$ cat config.mk
export PLATFORM = sky130hd
export DESIGN_NAME = write_burst_submodule
export DESIGN_NICKNAME = d
export VERILOG_FILES = /design/src/rtl/write_burst_submodule.sv
export SDC_FILE = /design/constraint.sdc
export NUM_CORES = 1
export LEC_CHECK = 0
export ABC_CLOCK_PERIOD_IN_PS = 2000
export BUFFER_PORTS_ARGS = -buffer_cell sky130_fd_sc_hd__buf_2
export CAP_MARGIN = 10
export CORE_ASPECT_RATIO = 1.4
export CORE_MARGIN = 2
export CORE_UTILIZATION = 30
export DETAILED_ROUTE_END_ITERATION = 7
export HOLD_SLACK_MARGIN = 0.1
export PLACE_DENSITY = 0.65
export REMOVE_ABC_BUFFERS = 1
export SETUP_SLACK_MARGIN = 0.2
export SYNTH_ARGS = -nofsm -noshare
export SYNTH_HDL_FRONTEND = slang
export SYNTH_SLANG_ARGS = --single-unit
$ cat constraint.sdc
create_clock -name clk -period 2 [get_ports clk]
set_clock_uncertainty 0.2 [all_clocks]
set_input_delay 0.1 -clock clk [delete_from_list [all_inputs] [get_ports clk]]
set_output_delay 0.1 -clock clk [all_outputs]
set_load 0.01 [all_outputs]
$ cat src/rtl/write_burst_submodule.sv
// Burst write engine: fetches one data word per beat from the supermodule, then issues
// independent AW/W handshakes and waits for the B response. Repeats until len beats are done or an error aborts the burst.
module write_burst_submodule #(
   parameter int ADDR_WDTH    = 4,
   parameter int DATA_WDTH    = 32,
   parameter int RESP_WDTH    = 1,
   parameter int LEN_WDTH     = 4,
   parameter int ADDR_STEP    = 1,
   parameter int ABORT_ON_ERR = 1
) (
   input  logic                 clk,
   input  logic                 rst,
   output logic                 aw_valid,
   input  logic                 aw_ready,
   output logic [ADDR_WDTH-1:0] aw_address,
   output logic                 w_valid,
   input  logic                 w_ready,
   output logic [DATA_WDTH-1:0] w_data,
   input  logic                 b_valid,
   output logic                 b_ready,
   input  logic [RESP_WDTH-1:0] b_resp,
   input  logic                 start,
   input  logic [ADDR_WDTH-1:0] addr,
   input  logic [LEN_WDTH-1:0]  len,
   input  logic                 data_valid,
   output logic                 data_ready,
   input  logic [DATA_WDTH-1:0] data,
   output logic                 busy,
   output logic                 done,
   output logic [RESP_WDTH-1:0] resp,
   output logic                 err,
   output logic [LEN_WDTH-1:0]  beats_written
);

   typedef enum logic [2:0] {
      IDLE   = 3'd0,
      FETCH  = 3'd1,
      SEND   = 3'd2,
      WAIT_B = 3'd3,
      FINISH = 3'd4
   } state_t;

   localparam logic [ADDR_WDTH-1:0] ADDR_INC = ADDR_WDTH'(ADDR_STEP);

   state_t                state_q, state_d;
   logic [ADDR_WDTH-1:0]  aw_address_q, aw_address_d;
   logic [DATA_WDTH-1:0]  w_data_q, w_data_d;
   logic [LEN_WDTH-1:0]   remaining_q, remaining_d;
   logic [LEN_WDTH-1:0]   beats_q, beats_d;
   logic [RESP_WDTH-1:0]  resp_q, resp_d;
   logic                  err_q, err_d;
   logic                  aw_done_q, aw_done_d;
   logic                  w_done_q, w_done_d;

   always_ff @(posedge clk or posedge rst) begin
      if (rst) begin
         state_q      <= IDLE;
         aw_address_q <= '0;
         w_data_q     <= '0;
         remaining_q  <= '0;
         beats_q      <= '0;
         resp_q       <= '0;
         err_q        <= 1'b0;
         aw_done_q    <= 1'b0;
         w_done_q     <= 1'b0;
      end else begin
         state_q      <= state_d;
         aw_address_q <= aw_address_d;
         w_data_q     <= w_data_d;
         remaining_q  <= remaining_d;
         beats_q      <= beats_d;
         resp_q       <= resp_d;
         err_q        <= err_d;
         aw_done_q    <= aw_done_d;
         w_done_q     <= w_done_d;
      end
   end

   always_comb begin
      state_d      = state_q;
      aw_address_d = aw_address_q;
      w_data_d     = w_data_q;
      remaining_d  = remaining_q;
      beats_d      = beats_q;
      resp_d       = resp_q;
      err_d        = err_q;
      aw_done_d    = aw_done_q;
      w_done_d     = w_done_q;

      case (state_q)
         IDLE: begin
            if (start) begin
               beats_d = '0;
               err_d   = 1'b0;
               resp_d  = '0;
               if (len != '0) begin
                  aw_address_d = addr;
                  remaining_d  = len;
                  state_d      = FETCH;
               end else begin
                  state_d = FINISH;
               end
            end
         end
         FETCH: begin
            if (data_valid) begin
               w_data_d  = data;
               aw_done_d = 1'b0;
               w_done_d  = 1'b0;
               state_d   = SEND;
            end
         end
         SEND: begin
            // The two channels complete independently; leave once both flags are set.
            if (aw_valid && aw_ready) aw_done_d = 1'b1;
            if (w_valid && w_ready)   w_done_d  = 1'b1;
            if (aw_done_d && w_done_d) state_d = WAIT_B;
         end
         WAIT_B: begin
            if (b_valid) begin
               beats_d     = beats_q + LEN_WDTH'(1);
               remaining_d = remaining_q - LEN_WDTH'(1);
               if ((b_resp != '0) && !err_q) begin
                  resp_d = b_resp;
                  err_d  = 1'b1;
               end
               if (((b_resp != '0) && (ABORT_ON_ERR != 0)) || (remaining_q == LEN_WDTH'(1))) begin
                  state_d = FINISH;
               end else begin
                  aw_address_d = aw_address_q + ADDR_INC;
                  state_d      = FETCH;
               end
            end
         end
         FINISH:  state_d = IDLE;
         default: state_d = IDLE;
      endcase
   end

   assign aw_valid      = (state_q == SEND) && !aw_done_q;
   assign w_valid       = (state_q == SEND) && !w_done_q;
   assign b_ready       = (state_q == WAIT_B);
   assign data_ready    = (state_q == FETCH);
   assign busy          = (state_q != IDLE);
   assign done          = (state_q == FINISH);
   assign aw_address    = aw_address_q;
   assign w_data        = w_data_q;
   assign resp          = resp_q;
   assign err           = err_q;
   assign beats_written = beats_q;

endmodule

==> impl_metrics.yaml <==
critical_path:
  crit_required_ps: 2040
  cp.arrival_ps: 1920
  r2r-end: "remaining_q[0]"
  ff2ff_path_depth: 4
  worst_setup_path_start_kind: "register"
  cp_max_fo: 8
  critical_path_class: "reg2reg"
  endpoint_kind: "register"
  r2r_slack_ps: 120
  r2r_start: "state_q[0]"
synth:
  seq_area_frac_synth: 0.549
  syn_area_per_cell_sq_um: 11.5
  synth_seq_cells: 51
  synth_area_sq_um: 2320
  synth-warning-count: 0
  synth_cell_type_count: 41
  syn_inst: 202
grt:
  busiest_layer: "met2"
  grt_use_met2: 0.278
  grt_max_degree: 30
  grt_pass1_vias: 2340
  grt.met1_usage: 0.181
  grt_pass1_wl_mm: 10.5
  grt_overflow: 0
  antenna_found_initial: 0
  grt_use_met3: 0.0426
  grtUsageTotal: 0.156
status:
  status: "finished, final reports clean"
timing:
  grt_setup_unrepaired: "yes"
  tightest_slew_ps: 520
  slew_viol_final: 0
  timing.fmax_ghz: 0.532
  maxSlewHeadroom: 0.653
  setup_tns_ps: 0
  hold_violations: 0
  fin_crit_ps: 1880
  timing.final.crit_share: 0.941
  setup_viol: 0
pwr:
  p_clk_frac: 0.142
  swShare: 0.364
  leakagePower_nw: 1.84
  pwr_density_cell_nw_per_um2: 1400
  seqPwrFrac: 0.338
  ir_drop_mv: 0.725
  combPwrFrac: 0.520
  intPower_w: 0.00342
  total_power_w: 0.00538
  p_sw_w: 0.00196
drt:
  drc: 0
  drt_pass1_iterations: 4
  num_vias: 2167
  avgViaCountPerCell: 4.62
  route.detailed.wl_per_inst_um: 13.6
  initialDrtViolationCount: 81
  routed_wl_mm: 6.37
  postRouteAntennaNets: 0
floorplan:
  die_w_um: 78.4
  dieArea_sq_um: 8480
  ios: 96
  core_sq_um: 7650
  initial_core_util: 0.304
  fp.dieH_um: 108
  std_cell_rows: 38
run:
  cap_violations: 0
cells_and_area:
  n_antenna_cell: 0
  final_cells: 469
  drive_above_1_share: 0.482
  area_growth_pct: 65.3
  nets: 420
clocking:
  cts.path.max_buffers: 2
  root_buffer: "clkbuf_8"
  cts_buffers: 5
  clock_latency_ps: 310
  path_clk_slew_ps: 100
  cts_tree: "yes"
  cts.sinks: 51
  htree_levels: 2
min_path:
  holdCritPathClass: "in2async"
placed_design:
  io_buffers: 95
  finalWeightedCongestion: 0.801
  dp_cells: 404
  dp_hpwl_mm: 4.05
[power by group through the flow]
stage	registers [W]	logic, W	clock network (W)
2_1_floorplan	0.00205	0.00113	0
3_3_place_gp	0.00180	0.00231	0
3_5_place_dp	0.00183	0.00235	0
4_1_cts	0.00181	0.00269	0.000799
5_1_grt	0.00188	0.00308	0.000828
6_report	0.00182	0.00280	0.000766
[worst max path at each step]
stage,from,slack [ps],endpoint
finish,state_q[0],120,remaining_q[0]
global route,state_q[0],70,remaining_q[0]
CTS,state_q[0],110,remaining_q[0]
detailed placement,state_q[0],90,remaining_q[0]
global placement,state_q[0],130,remaining_q[0]
floorplan,state_q[1],-890,w_data[0]
[metal layers]
metal | wire, um | share of wire
met3 | 385 | 0.060
met1 | 2700 | 0.42
met4 | 80 | 0.013
met5 | 0 | 0
met2 | 3210 | 0.50
[cell type report]
class,count,area (sq um)
flip-flops and latches,51,1280
multi-input cells,132,1060
clock buffers,6,82.6
repair buffers,168,1220
well taps,100,125
clock inverters,2,35.0
fillers,692,3810
inverters,10,41.3
[timing repair]
item | in CTS | in global routing
pin swaps | 2 | 3
buffers inserted | 7 | 2
setup endpoints to repair | 39 | 29
hold endpoints to repair | 98 | 0
resized for setup | 13 | 17
cloned | 2 | 0
hold buffers | 46 | 0
[placed cells by master (no fill, tap or decap), types with 4 or more instances in the layout]
cell type,netlist,routed
nand3_1,6,6
dlygate4sd3_1,0,46
buf_2,5,95
ha_1,4,4
nor2_1,17,16
buf_4,0,18
nand2_1,13,12
clkbuf_8,0,6
a21oi_1,6,6
buf_6,1,5
dfrtp_1,51,51
mux2_2,32,24
inv_1,9,7
mux2_4,0,8
o21ai_0,11,11
[state kept, by name (all words and copies together), names as in the netlist, 3 cells and up]
name           count
w_data            32
aw_address         4
beats_written      4
remaining_q        4
state_q            3
[Yosys cell counts]
cell type	count	area, sq um
dfrtp_1	51	1280
ha_1	4	50.1
mux2_1	1	11.3
or3_1	2	12.5
o21a_1	2	15.0
o21ai_0	11	55.1
o21bai_1	1	7.51
nor3_1	4	20.0
inv_1	9	33.8
clkbuf_1	3	11.3
o21ai_1	3	15.0
o211ai_2	1	12.5
o2111ai_1	1	8.76
o2bb2ai_1	1	8.76
a211oi_1	1	7.51
o22ai_1	1	6.26
o221ai_1	1	8.76
nand2_1	13	48.8
nor4_1	2	12.5
clkinv_1	1	3.75
mux2_2	32	360
a31o_2	1	8.76
nor4b_1	1	8.76
nor3b_1	2	15.0
a21boi_0	1	7.51
nand4_1	1	6.26
a31oi_1	4	25.0
buf_2	5	25.0
a22o_4	1	17.5
nand2b_1	2	12.5
a2bb2oi_1	3	26.3
nand3_1	6	30.0
and2_1	1	6.26
nand3b_1	1	7.51
a21oi_1	6	30.0
nand4b_1	1	8.76
nor2_1	17	63.8
buf_6	1	11.3
or4b_1	1	10.0
o311ai_0	1	8.76
o41ai_1	1	8.76
[stage by stage]
step	instance area, sq um	utilization	hold WS [ps]	setup slack, ps
detailed placement	3030	0.396	-22.8	92.2
floorplan	2280	-	51.7	-886
CTS	3760	0.491	153	107
finish	3840	0.502	158	119
global route	3840	0.502	182	66.8
global placement	3030	0.396	-15.6	127
[worst max-delay path, stage by stage, from the launching register on]
cell,delay [ps]
dfrtp_1,390
or4b_4,550
a22o_4,260
or3_4,330
o211ai_2,70
[cells by family after synthesis]
group	Yosys count	synth area share
flip-flops	51	0.549
AO/OA/AOI/OAI	41	0.120
adder cells (fa/ha/maj)	4	0.0215
buffers and inverters	19	0.0366
AND/OR/NAND/NOR	54	0.113
multiplexers	33	0.160
Note: power is estimated with default switching activity, not from simulation.
